[config.mk]
export PLATFORM = sky130hd
export DESIGN_NAME = div_fixedpoint_seq
export DESIGN_NICKNAME = d
export VERILOG_FILES = /design/src/rtl/fixedpoint_pkg.sv /design/src/rtl/div_fixedpoint_seq.sv
export SDC_FILE = /design/constraint.sdc
export NUM_CORES = 1
export LEC_CHECK = 0
export CAP_MARGIN = 30
export CORE_UTILIZATION = 52
export CTS_CLUSTER_SIZE = 10
export DETAILED_ROUTE_END_ITERATION = 10
export GPL_ROUTABILITY_DRIVEN = 0
export GPL_TIMING_DRIVEN = 0
export PLACE_DENSITY_LB_ADDON = 0.25
export SLEW_MARGIN = 15
export SYNTH_ARGS = -nofsm -noshare
export SYNTH_HDL_FRONTEND = slang
export SYNTH_SLANG_ARGS = --single-unit
export TNS_END_PERCENT = 10
[constraint.sdc]
create_clock -name clk -period 3.95 [get_ports clk]
set_input_delay 0.9875 -clock clk [delete_from_list [all_inputs] [get_ports clk]]
set_output_delay 0.9875 -clock clk [all_outputs]
set_load 0.01 [all_outputs]
[src/rtl/fixedpoint_pkg.sv]
// Shared Q7.8 fixed-point definitions: widths, limits, ALU opcodes, divider
// FSM states and the sign/saturation helpers used by the divider.
package fixedpoint_pkg;

    localparam int DEF_DATA_WIDTH = 16;
    localparam int DEF_FRAC_BITS  = 8;
    localparam int DEF_Q_WIDTH    = DEF_DATA_WIDTH + DEF_FRAC_BITS;

    localparam logic [DEF_DATA_WIDTH-1:0] Q7_8_MAX = 16'h7FFF;
    localparam logic [DEF_DATA_WIDTH-1:0] Q7_8_MIN = 16'h8000;

    typedef logic signed [15:0] q7_8_t;

    typedef enum logic [1:0] {
        ALU_ADD = 2'b00,
        ALU_SUB = 2'b01,
        ALU_MUL = 2'b10,
        ALU_DIV = 2'b11
    } alu_op_t;

    typedef enum logic [1:0] {
        IDLE = 2'd0,
        CALC = 2'd1,
        DONE = 2'd2
    } div_state_t;

    typedef struct packed {
        q7_8_t value;
        logic  ovf;
    } sat_result_t;

    // Two's-complement magnitude; 0x8000 maps to 32768 as an unsigned value.
    function automatic logic [DEF_DATA_WIDTH-1:0] abs_mag(input logic [DEF_DATA_WIDTH-1:0] x);
        return x[DEF_DATA_WIDTH-1] ? (~x + 16'd1) : x;
    endfunction

    // Negative results may reach exactly 32768 (0x8000) without overflow.
    function automatic sat_result_t apply_sign_sat(input logic neg,
                                                   input logic [DEF_Q_WIDTH-1:0] q);
        sat_result_t r;
        r.value = '0;
        r.ovf   = 1'b0;
        if (q == '0) begin
            r.value = '0;
        end else if (neg) begin
            if (q > DEF_Q_WIDTH'(Q7_8_MIN)) begin
                r.value = Q7_8_MIN;
                r.ovf   = 1'b1;
            end else begin
                r.value = ~q[DEF_DATA_WIDTH-1:0] + 16'd1;
            end
        end else if (q > DEF_Q_WIDTH'(Q7_8_MAX)) begin
            r.value = Q7_8_MAX;
            r.ovf   = 1'b1;
        end else begin
            r.value = q[DEF_DATA_WIDTH-1:0];
        end
        return r;
    endfunction

endpackage

[src/rtl/div_fixedpoint_seq.sv]
// Sequential signed Q7.8 divider: restoring division on magnitudes, one
// quotient bit per clock, with sign fix-up and saturation on the last step.
module div_fixedpoint_seq
    import fixedpoint_pkg::*;
#(
    parameter int DATA_WIDTH = DEF_DATA_WIDTH,
    parameter int FRAC_BITS  = DEF_FRAC_BITS
) (
    input  logic                  clk,
    input  logic                  rst,
    input  logic                  start,
    input  logic [DATA_WIDTH-1:0] A,
    input  logic [DATA_WIDTH-1:0] B,
    output logic [DATA_WIDTH-1:0] Out,
    output logic                  N,
    output logic                  V,
    output logic                  Z,
    output logic                  busy,
    output logic                  done
);

    localparam int ITER  = DATA_WIDTH + FRAC_BITS;
    localparam int CNT_W = $clog2(ITER);
    localparam logic [CNT_W-1:0] LAST_ITER = CNT_W'(ITER - 1);

    div_state_t            r_state;
    logic                  r_sa;
    logic                  r_sb;
    logic [DATA_WIDTH-1:0] r_absb;
    logic [ITER-1:0]       r_dvd;
    logic [DATA_WIDTH:0]   r_rem;
    logic [CNT_W-1:0]      r_cnt;
    logic [DATA_WIDTH-1:0] r_out;
    logic                  r_n;
    logic                  r_v;
    logic                  r_z;

    logic [DATA_WIDTH:0]   w_rem_shift;
    logic                  w_ge;
    logic [DATA_WIDTH:0]   w_rem_next;
    logic [ITER-1:0]       w_q_final;
    sat_result_t           w_sat;

    // The dividend register doubles as the quotient: bits leave at the top
    // and quotient bits enter at the bottom, so after ITER steps it holds Q.
    always_comb begin
        w_rem_shift = {r_rem[DATA_WIDTH-1:0], r_dvd[ITER-1]};
        w_ge        = r_rem[DATA_WIDTH] | (w_rem_shift >= {1'b0, r_absb});
        w_rem_next  = w_ge ? (w_rem_shift - {1'b0, r_absb}) : w_rem_shift;
        w_q_final   = {r_dvd[ITER-2:0], w_ge};
        w_sat       = apply_sign_sat(r_sa ^ r_sb, w_q_final);
    end

    always_ff @(posedge clk) begin
        if (rst) begin
            r_state <= IDLE;
            r_sa    <= 1'b0;
            r_sb    <= 1'b0;
            r_absb  <= '0;
            r_dvd   <= '0;
            r_rem   <= '0;
            r_cnt   <= '0;
            r_out   <= '0;
            r_n     <= 1'b0;
            r_v     <= 1'b0;
            r_z     <= 1'b0;
        end else begin
            case (r_state)
                IDLE: begin
                    if (start) begin
                        r_sa   <= A[DATA_WIDTH-1];
                        r_sb   <= B[DATA_WIDTH-1];
                        r_absb <= abs_mag(B);
                        r_dvd  <= {abs_mag(A), {FRAC_BITS{1'b0}}};
                        r_rem  <= '0;
                        r_cnt  <= '0;
                        if (B == '0) begin
                            r_out   <= A[DATA_WIDTH-1] ? Q7_8_MIN : Q7_8_MAX;
                            r_n     <= A[DATA_WIDTH-1];
                            r_v     <= 1'b1;
                            r_z     <= 1'b0;
                            r_state <= DONE;
                        end else begin
                            r_state <= CALC;
                        end
                    end
                end
                CALC: begin
                    r_rem <= w_rem_next;
                    r_dvd <= w_q_final;
                    r_cnt <= r_cnt + 1'b1;
                    if (r_cnt == LAST_ITER) begin
                        r_out   <= w_sat.value;
                        r_n     <= w_sat.value[DATA_WIDTH-1];
                        r_v     <= w_sat.ovf;
                        r_z     <= (w_sat.value == '0);
                        r_state <= DONE;
                    end
                end
                DONE: begin
                    r_state <= IDLE;
                end
                default: begin
                    r_state <= IDLE;
                end
            endcase
        end
    end

    assign Out  = r_out;
    assign N    = r_n;
    assign V    = r_v;
    assign Z    = r_z;
    assign busy = (r_state != IDLE);
    assign done = (r_state == DONE);

endmodule

# Word level (Yosys, flattened, before mapping)

Cells that the tools add are included.

$add $sub $neg: 5
Order comparisons: 3
Equal/unequal tests: 6
Mux-type cells: 37
Bitwise operators: 5
Reductions and logical operators: 10

Operators with widths:

| kind                    | number |
|---|---|
| $mux W16                | 9 |
| $mux W17                | 3 |
| $add A16 B1 Y16 const B | 3 |
| $not A16 Y16            | 3 |
| $pmux W24 S2            | 1 |
| $pmux W17 S2            | 1 |
| $logic_not A16 Y1       | 2 |
| $pmux W16 S2            | 1 |
| $gt A24 B15 Y1 const B  | 1 |
| $gt A24 B16 Y1 const B  | 1 |
| $logic_not A24 Y1       | 1 |
| $mux W24                | 1 |
| $ge A17 B16 Y1          | 1 |
| $sub A17 B16 Y17        | 1 |
| $mux W1                 | 12 |
| $pmux W5 S2             | 1 |
| $mux W2                 | 3 |
| $ne A2 B2 Y1 const B    | 3 |
| $pmux W1 S2             | 3 |
| $reduce_and A2 Y1       | 3 |
| $add A5 B1 Y5 const B   | 1 |
| $eq A5 B5 Y1 const B    | 1 |
| $mux W5                 | 1 |
| $pmux W2 S2             | 1 |
| other kinds (7)         | 8 |

Flip-flop bits (word level): 85
Output and inout bits: 21
Word-level logic and storage cells: 77

# Longest topological paths before layout

Gate-level depths: netlist (run 1).

Depth after elaboration: 10
Depth in mapped cells: 19
Mapped depth without buffers: 17

# Worst setup path before layout (run 1)

Ideal clock, no wire load.

Path type: register to register
From: register r_absb[14]
To: register r_z (netlist: Z)
Setup time: 119 ps
Data arrival time: 4252 ps
Setup slack: -420 ps
Stages on the path, launching flop included: 20
Path buffers: 2
Clock period less this slack: 4370 ps
Path through: dfxtp_1 inv_1 ha_1 a21o_1 a2111oi_0 o41ai_1 or3_1 buf_2 clkinv_1 clkbuf_1 ha_1 or3b_2 nor4_1 nand3_1 a21boi_4 or2_2 mux2i_1 a211oi_2 nand4_1 o21ai_1

Longest elaborated chain between the ends: 10
Elaborated cells between the ends (all ways): 14
Classes of those cells: add/sub (1); order compare (3); mux (6); bitwise (2); reduce/logical (2)

RTL lines:

| element                  | RTL line                 | text |
|---|---|---|
| start: declaration       | div_fixedpoint_seq.sv:29 | `logic [DATA_WIDTH-1:0] r_absb;` |
| start signal: assignment | div_fixedpoint_seq.sv:73 | `r_absb <= abs_mag(B);` |
| $ge A17 B16 Y1 *         | div_fixedpoint_seq.sv:48 | `w_ge = r_rem[DATA_WIDTH] \| (w_rem_shift >= {1'b0, r_absb});` |
| $or A1 B1 Y1 *           | div_fixedpoint_seq.sv:48 |  |
| $not A16 Y16             | fixedpoint_pkg.sv:50     | `r.value = ~q[DEF_DATA_WIDTH-1:0] + 16'd1;` |
| $add A16 B1 Y16          | fixedpoint_pkg.sv:50     |  |
| $mux W16                 | fixedpoint_pkg.sv:46     | `if (q > DEF_Q_WIDTH'(Q7_8_MIN)) begin` |
| $mux W17                 | fixedpoint_pkg.sv:45     | `end else if (neg) begin` |
| $mux W16 *               | fixedpoint_pkg.sv:43     | `if (q == '0) begin` |
| $logic_not A16 Y1 *      | div_fixedpoint_seq.sv:96 | `r_z <= (w_sat.value == '0);` |
| $mux W1 *                | div_fixedpoint_seq.sv:92 | `if (r_cnt == LAST_ITER) begin` |
| $pmux W1 S2 *            | div_fixedpoint_seq.sv:68 | `case (r_state)` |
| end signal: assignment   | div_fixedpoint_seq.sv:96 |  |
| end: declaration         | div_fixedpoint_seq.sv:36 | `logic r_z;` |

Every way passes the cells marked *; elsewhere a longest branch is shown, timed or not. The select of a mux whose other input is x is not followed.
A chain may end at the register's enable or synchronous reset.

# Final worst setup path (run 1)

Ends and elaborated chain as after synthesis.

==> results_dict.tcl, run 1 <==
set metrics [dict create \
    die_w_um 105 \
    core-area_um2 10300 \
    seq_power_share_pct 20.5 \
    async_reset_ff_share_pct 0 \
    cts.sinks 84 \
    firstDrtPassIters 5 \
    leakagePower_nw 2.47 \
    cp-end-kind "flop" \
    nets 838 \
    finalCritPeriodShare_pct 97.0 \
    cp_cell_sequence "inv_2 > ha_4 > a21o_1 > a2111oi_4 > o41ai_2 > or3_4 > clkinv_4 > ha_4 > or3b_4 > or4_4 > a221oi_2 > o22ai_2 > nand3_1 > and4bb_1 > nand4_1 > o21ai_1" \
    combPwrFrac_pct 66.5 \
    cts_tree "built" \
    yosys.area.top_type_share_pct 30.5 \
    vias_per_cell 6.05 \
    slew_violations 0 \
    synth_edf_count 0 \
    rsz0062_at_grt "false" \
    crit_family "simple AND/OR/NAND/NOR gates" \
    p_int_w 0.00286 \
    synth_warnings 0 \
    syn_area_um2 5510 \
    worstMarginPinSlew_ns 0.671 \
    cp.required_ns 4.21 \
    antenna_cells 0 \
    final_cell_count_no_fill 923 \
    total_power_w 0.00538 \
    root_buffer "clkbuf_8" \
    antenna_found_initial 0 \
    max_stage_delay_ns 0.57 \
    p_sw_share_pct 46.9 \
    start_util_pct 53.6 \
    synth_cell_type_count 73 \
    critPathBufInv 2 \
    drtIter0Drc 514 \
    peakVddDrop_mv 0.633 \
    setup_viol 0 \
    worstSetupPathType "flop to flop" \
    hp-class "flop to flop" \
    place_inst 903 \
    finalCriticalPeriod_ns 3.83 \
    finClkSkew_ns 0.00793 \
    synth_cells 713 \
    crit_slowest_cell "or4_4" \
    critPathMaxFanout 6 \
    yosysTopAreaCell "dfxtp_1" \
    io_pins 56 \
    post-synth-top-count-cell "nor2_1" \
    seq_area_frac_synth_pct 30.5 \
    vias 5585 \
    syn2layout_area_growth_pct 21.2 \
    start_kind "flop" \
    p_clk_share_pct 12.9 \
    max_freq_mhz 261 \
    grt_pass1_vias 5229 \
    grt_max_degree 19 \
    grt_first_pass_wirelength_um 25400 \
    hold_viol_final 0 \
    track_usage_pct 28.7 \
    netlist_top_cells_area "dfxtp_1, a21oi_1, nor2_1" \
    synth-seq-cells 84 \
    dp_hpwl_um 11500 \
    placementRows 37 \
    wl_um 15400 \
    die_h_um 105 \
    ant_nets 0 \
    drive_gt1_share_pct 9.66 \
    htree_levels 3 \
    clockBufferDepth 2 \
    p_switching_w 0.00252 \
    synth_ff_type "dfxtp_1" \
    netlist_top_cells_count "nor2_1, dfxtp_1, a21oi_1" \
    dieArea_um2 11000 \
    cts_buffers 9 \
    avgSynthCellArea_um2 7.73 \
    path_clk_slew_ns 0.09 \
    power.density_nw_per_um2 806 \
    synth_nets 769 \
    io_buffers 54 \
    clk_latency_ns 0.36 \
    cp.arrival_ns 4.09 \
    drc 0 \
    drv_cap 0 \
    status "finished, final reports clean" \
    maxSlewHeadroom_pct 54.7 \
    detail_route.wl_per_cell_um 16.7 \
    grt_overflow 0 \
    cp_common_cell "ha_4" \
]
[cell families after synthesis]
family / synth area share [%]
AND/OR/NAND/NOR: 22.6
AO/OA/AOI/OAI: 26.2
flip-flops: 30.5
buffers and inverters: 6.81
XOR/XNOR: 7.79
adder cells (fa/ha/maj): 4.90
multiplexers: 1.16
[final cells by class]
class                      count  area [µm²]
tap                          136         170
clock buffer                   9         124
timing repair buffer          60         586
inverter                      34         133
fill                         910        3600
buffer                        43         239
clock inverter                 7         100
multi-input combinational    550        3640
sequential                    84        1690
[cells in the final DEF (no fill, tap or decap), drive strengths merged, types with 6 or more instances in the layout]
| master | netlist | final |
|---|---|---|
| a211oi | 20 | 20 |
| a21o | 7 | 7 |
| a21oi | 72 | 72 |
| a22o | 6 | 6 |
| a22oi | 17 | 17 |
| buf | 9 | 14 |
| clkbuf | 36 | 44 |
| clkdlybuf4s50 | 0 | 54 |
| dfxtp | 84 | 84 |
| ha | 20 | 20 |
| inv | 32 | 33 |
| mux2i | 6 | 6 |
| nand2 | 65 | 65 |
| nand2b | 7 | 7 |
| nand3 | 14 | 14 |
| nand4 | 7 | 7 |
| nor2 | 94 | 94 |
| nor2b | 9 | 9 |
| nor3 | 19 | 19 |
| o21ai | 33 | 33 |
| o221ai | 8 | 8 |
| o31ai | 7 | 7 |
| o41ai | 8 | 8 |
| or2 | 6 | 6 |
| or3 | 9 | 9 |
| or4 | 9 | 9 |
| xnor2 | 23 | 23 |
| xor2 | 26 | 26 |
[final timing paths]
path                                  from     end  slack [ns]  depth (start not counted)
worst min-delay path                Out[7]  Out[7]        0.45                          2
worst min register to register      Out[7]  Out[7]        0.45                          2
worst max register to register  r_absb[14]       Z        0.12                         16
worst max-delay path            r_absb[14]       Z        0.12                         16
[power by group through the flow]
| stage | Clock [W] | Combinational, W | Sequential (W) |
|---|---|---|---|
| floorplan | 0 | 0.00245 | 0.00109 |
| global placement | 0 | 0.00309 | 0.00111 |
| detailed placement | 0 | 0.00319 | 0.00111 |
| CTS | 0.000698 | 0.00341 | 0.00110 |
| global route | 0.000747 | 0.00389 | 0.00112 |
| finish | 0.000696 | 0.00358 | 0.00110 |
[flip-flops by register name, indices dropped and copies added, names as in the netlist]
register	flops
Z	1
Out	16
r_dvd	24
r_sb	1
r_absb	16
r_sa	1
r_cnt	5
V	1
r_rem	17
r_state	2
[stage by stage]
step	TNS, ns	cell area [µm²]	hold WS (ns)	setup slack [ns]	util, %
global route	0	6680	0.485	0.0499	65.0
finish	0	6680	0.449	0.120	65.0
CTS	0	6620	0.450	0.000396	64.4
floorplan	0	5610	0.439	0.00965	-
detailed placement	-3.76	6320	0.438	-0.494	61.5
global placement	-2.89	6320	0.439	-0.445	61.5
[repair_timing]
item | CTS | global route
hold buffers | 0 | 0
setup buffers | 5 | 1
endpoints found under the setup margin | 16 | 12
pin swaps | 9 | 11
gates resized for setup | 13 | 14
[routing by layer]
metal	share of wire, %	track usage [%]	vias to the layer above
li1	-	-	2705
met1	45	39.0	2591
met2	45	46.3	251
met3	7.7	4.30	38
met4	2.0	10.4	0
met5	0	0	-
[worst register-to-register path, delay by kind of cell (launching register included)]
family / cells / cell delay (ns)
compound gates: 6 / 1.16
simple gates: 6 / 1.73
flops: 1 / 0.34
buf+inv: 2 / 0.12
fa+ha+maj: 2 / 0.39
Power figures use the tool's default switching activity.
==> run 2, diff against run 1 <==
--- a/config.mk
+++ b/config.mk
@@ -12,6 +12,7 @@
 export GPL_ROUTABILITY_DRIVEN = 0
 export GPL_TIMING_DRIVEN = 0
 export PLACE_DENSITY_LB_ADDON = 0.25
+export SETUP_SLACK_MARGIN = 0.2
 export SLEW_MARGIN = 15
 export SYNTH_ARGS = -nofsm -noshare
 export SYNTH_HDL_FRONTEND = slang
==> run 2 against run 1 <==
Compared with the run above:
- the flow now finishes with violations (setup timing)
- clock skew grew 0.0052 ns
- worst hold slack gained 0.0089 ns
- cell area shrank 0.13%
==> results_dict.tcl, run 2 (same netlist as run 1, synthesis figures left out) <==
set metrics [dict create \
    status "finished with violations" \
    violations "setup timing" \
    finalCriticalPeriod_ns 4.00 \
    whs_ns 0.457 \
    final_area_um2 6670 \
    die_w_um 105 \
    syn2layout_area_growth_pct 21.0 \
    top_register "r_dvd" \
    worstSetupPathType "flop to flop" \
    cp_common_cell "ha_4" \
    nets 839 \
    critPathBufInv 3 \
    path_clk_slew_ns 0.09 \
    largest_reg_flops 24 \
    reg_top3 "r_dvd x24, r_rem x17" \
    critPathMaxFanout 10 \
    antenna_found_initial 0 \
    root_buffer "clkbuf_8" \
    firstDrtPassIters 6 \
    cts_buffers 9 \
    hp-class "flop to flop" \
    die_h_um 105 \
    clk_latency_ns 0.37 \
    place_inst 903 \
    worstMarginPinSlew_ns 0.742 \
    setup_viol 1 \
    crit_slowest_cell "or4_4" \
    maxSlewHeadroom_pct 50.4 \
    htree_levels 3 \
    drtIter0Drc 465 \
    wl_um 15600 \
    cp-end-kind "flop" \
    track_usage_pct 28.5 \
    antenna_cells 0 \
    total_power_w 0.00549 \
    io_pins 56 \
    dp_hpwl_um 11600 \
    hold_viol_final 0 \
    detail_route.wl_per_cell_um 16.8 \
    crit_family "simple AND/OR/NAND/NOR gates" \
    final_common_cell "nor2_1" \
    finalCritPeriodShare_pct 101 \
    cp_cell_sequence "ha_4 > a21o_1 > a2111oi_4 > o41ai_1 > or3_4 > buf_6 > clkinv_8 > clkbuf_16 > ha_4 > or3b_4 > or4_4 > a21boi_4 > or2_1 > mux2i_2 > a211oi_2 > nand4_1 > o21ai_1" \
    layout_setup_ws_ns -0.0515 \
    rsz0062_at_grt "true" \
    peakVddDrop_mv 0.667 \
    max_freq_mhz 250 \
    clockBufferDepth 2 \
    slew_violations 0 \
    placementRows 37 \
    grt_max_degree 15 \
    multi_input_area_um2 3630 \
    vias 5570 \
    cp.required_ns 4.25 \
    leakagePower_nw 2.46 \
    start_util_pct 53.6 \
    finClkSkew_ns 0.0132 \
    power.density_nw_per_um2 824 \
    dieArea_um2 11000 \
    cp.arrival_ns 4.30 \
    start_kind "flop" \
    max_stage_delay_ns 0.56 \
    core-area_um2 10300 \
    seqCellArea_um2 1700 \
    grt_pass1_vias 5227 \
    io_buffers 54 \
    ant_nets 0 \
    most-common-layout-cells "nor2_1, dfxtp_1, a21oi_1" \
    cts_tree "built" \
    drv_cap 0 \
    grt_first_pass_wirelength_um 25200 \
    postPlaceCellArea_um2 6380 \
    grt_overflow 0 \
    final_cell_count_no_fill 924 \
    cts.sinks 84 \
    vias_per_cell 6.03 \
    drive_gt1_share_pct 10.8 \
    setup_tns_ns -0.0515 \
    drc 0 \
    n_fill_cell 909 \
]
[run 2: cell count changes in the layout (fill, tap and decap cells not counted), sizes merged]
cell / previous run / this run
clkbuf: 44 / 46
bufinv: 2 / 0
clkinv: 3 / 5
clkinvlp: 3 / 2
[run 2: metrics by stage]
stage / setup WS (ns) / util [%]
after floorplan: 0.144 / -
after global placement: -0.259 / 62.1
after detailed placement: -0.279 / 62.1
after CTS: 0.0114 / 64.8
after global routing: -0.159 / 64.9
final: -0.0515 / 64.9
[run 2: final timing paths]
kind / startpoint / endpoint / slack [ns] / depth (start not counted)
max reg2reg: r_rem[13] / Z / -0.05 / 17
min reg2reg: Z / Z / 0.46 / 2
max: r_rem[13] / Z / -0.05 / 17
min: Z / Z / 0.46 / 2
[run 2: tightest hold or removal path, delay by kind of cell (launching register included)]
family	cells	cell delay (ns)
AO/OA/AOI/OAI	1	0.05
AND/OR/NAND/NOR	1	0.05
flip-flops	1	0.32
[run 2: final cells by class]
cell class	instances	area share, %
sequential	84	25.4
clock buffer	10	2.06
buffer	45	4.13
inverter	34	2.10
multi-input combinational	550	54.5
tap	136	2.55
clock inverter	6	0.582
timing repair buffer	59	8.67
[run 2: where the power goes]
part	switching (W)	internal [W]
clock	0.000337	0.000245
combinational	0.00210	0.00170
sequential	0.000130	0.000985
[run 2: routing by layer]
layer / GRT usage (%) / vias to the layer above / wire (µm) / part of all wire [%]
li1: - / 2692 / - / -
met1: 37.1 / 2581 / 6730 / 43
met2: 47.0 / 272 / 7150 / 46
met3: 6.49 / 25 / 1430 / 9.2
met4: 8.65 / 0 / 252 / 1.6
met5: 0 / - / 0 / 0
[run 2: repair_timing]
action,4_1_cts,5_1_grt
setup buffers,5,0
setup endpoints to repair,15,15
pin swaps,11,5
hold buffers,0,0
gates resized for setup,18,6
==> run 3, diff against run 2 <==
--- a/config.mk
+++ b/config.mk
@@ -5,7 +5,6 @@
 export SDC_FILE = /design/constraint.sdc
 export NUM_CORES = 1
 export LEC_CHECK = 0
-export CAP_MARGIN = 30
 export CORE_UTILIZATION = 52
 export CTS_CLUSTER_SIZE = 10
 export DETAILED_ROUTE_END_ITERATION = 10
==> results of run 3 <==
Same layout as run 2: the final DEF is identical, and so are final timing and power.
==> edit: new RTL, flow settings as in run 3 <==
`DEF_FRAC_BITS`: 8 -> 16.
--- a/src/rtl/fixedpoint_pkg.sv
+++ b/src/rtl/fixedpoint_pkg.sv
@@ -5,3 +5,3 @@
     localparam int DEF_DATA_WIDTH = 16;
-    localparam int DEF_FRAC_BITS  = 8;
+    localparam int DEF_FRAC_BITS  = 16;
     localparam int DEF_Q_WIDTH    = DEF_DATA_WIDTH + DEF_FRAC_BITS;
Check against the original RTL: same outputs for any inputs over 10 cycles, from zero or initial values and one cycle with rst high; that may be too few to reach the edited logic, so the function may still have changed.
==> edit against run 3 <==
- the flow finishes with violations (DRC, setup timing)
- core utilization rose by 0.98 points
- synthesized area rose by 4.4%
- wire length rose by 14%
- non-clock buffer count rose by 19
- hold slack improved by 0.0045 ns
- synthesized cell count rose by 5.2%
- setup slack got worse by 0.51 ns
- sequential power barely moved
- sequential cell count rose by 8
- design area rose by 6.6%
- total power fell by 8.7%
- critical path depth rose by 4
- maximum frequency fell by 11%
- critical path type unchanged
- critical endpoint unchanged
- highest routed layer unchanged
==> edit: results (changes against run 3) <==
| Metric | Value |
|---|---|
| DR DRC count | `1 (was 0)` |
| Status | `finished, violations left (unchanged)` |
| Largest registers | `r_dvd x32, r_rem x17 (was r_dvd x24, r_rem x17)` |
| Largest stage delay, worst path | `0.52 ns (was 0.56 ns)` |
| Top delay family on crit path | `compound AO/OA/AOI/OAI gates (was simple AND/OR/NAND/NOR gates)` |
| Max VDD drop | `561 uV (was 667 uV)` |
| Worst Path Arrival | `4.79 ns (was 4.30 ns)` |
| Avg Vias per Cell | `6.17 (was 6.03)` |
| CP startpoint | `r_rem[9]$_SDFFE_PP0P_ (was r_rem[13]$_SDFFE_PP0P_)` |
| Synth Area in XOR/XNOR | `7.90% (was 7.79%)` |
| GR Util met2 | `51.8% (was 47.0%)` |
| DRT Pass-1 Iters | `9 (was 6)` |
| Library cells used by synthesis | `69 (was 73)` |
| Final worst slack | `-0.563 ns (was -0.0515 ns)` |
| Initial DRC count | `623 (was 465)` |
| Final hold slack | `0.462 ns (was 0.457 ns)` |
| Largest net degree at the start of global routing | `14 (was 15)` |
| Commonest cells in the netlist | `110 x nor2_1, 92 x dfxtp_1, 62 x a21oi_1 (was 93 x nor2_1, 84 x dfxtp_1, 72 x a21oi_1)` |
| Hold Crit Start | `Out[14]$_SDFFE_PP0P_ (was Z$_SDFFE_PP0P_)` |
| Final Setup Violations | `5 (was 1)` |
| Worst Skew | `0.0119 ns (was 0.0132 ns)` |
| Compound-Gate Fraction of Synth Area | `25.9% (was 26.2%)` |
| Final wirelength | `17700 um (was 15600 um)` |
| Failing checks | `DRC, setup timing (was setup timing)` |
| Worst-margin pin slew | `0.721 ns (was 0.742 ns)` |
| Seq/Total Area, Yosys | `32.0% (was 30.5%)` |
| Post-synthesis adder-cell area fraction | `4.92% (was 4.90%)` |
| R2r worst-path depth | `21 (was 17)` |
| Met3 usage | `4.56% (was 6.49%)` |
| Static Leak | `2.72 nW (was 2.46 nW)` |
| Worst Hold End | `Out[14]$_SDFFE_PP0P_ (was Z$_SDFFE_PP0P_)` |
-- edit: cell count changes after synthesis, moves of 9 or more --
cell	delta
a21oi_1	-10
nor4_1	+9
nor2_1	+17
o21ai_1	+11
o21ai_0	-9
nand2_1	-9
-- edit: stage by stage --
| step | std cells | setup TNS [ns] | power [mW] | worst slack (ns) | instance area (um^2) |
|---|---|---|---|---|---|
| floorplan | 750 | -0.312 | 3.07 | -0.312 | 5830 |
| global placement | 943 | -8.13 | 3.57 | -0.770 | 6540 |
| detailed placement | 943 | -9.22 | 3.64 | -0.862 | 6540 |
| CTS | 975 | -0.853 | 4.82 | -0.512 | 7050 |
| global route | 976 | -3.10 | 5.25 | -0.646 | 7110 |
| finish | 976 | -1.08 | 5.01 | -0.563 | 7110 |
-- edit: timing repair --
item	in CTS	in global routing
pin swaps	15	6
hold buffers	0	0
buffers inserted	18	1
gates resized for setup	38	20
endpoints found under the setup margin	19	19
-- edit: routing by layer --
metal,vias up,routed length (um)
li1,2837,-
met1,2821,7430
met2,302,8460
met3,58,1260
met4,0,560
met5,-,0
-- edit: final cells by class --
class                           instances  area share [%]
Buffer                                 51            3.54
Clock buffer                           13            2.52
Clock inverter                          1           0.422
Inverter                               41            2.27
Multi-Input combinational cell        566            53.0
Sequential cell                        92            26.2
Tap cell                              140            2.46
Timing Repair Buffer                   72            9.64
-- edit: report_power, final --
group / switching, mW / internal [mW] / leakage [nW]
registers: 0.0885 / 1.02 / 0.755
logic: 1.75 / 1.46 / 1.86
clock network: 0.338 / 0.355 / 0.108
total: 2.17 / 2.84 / 2.72
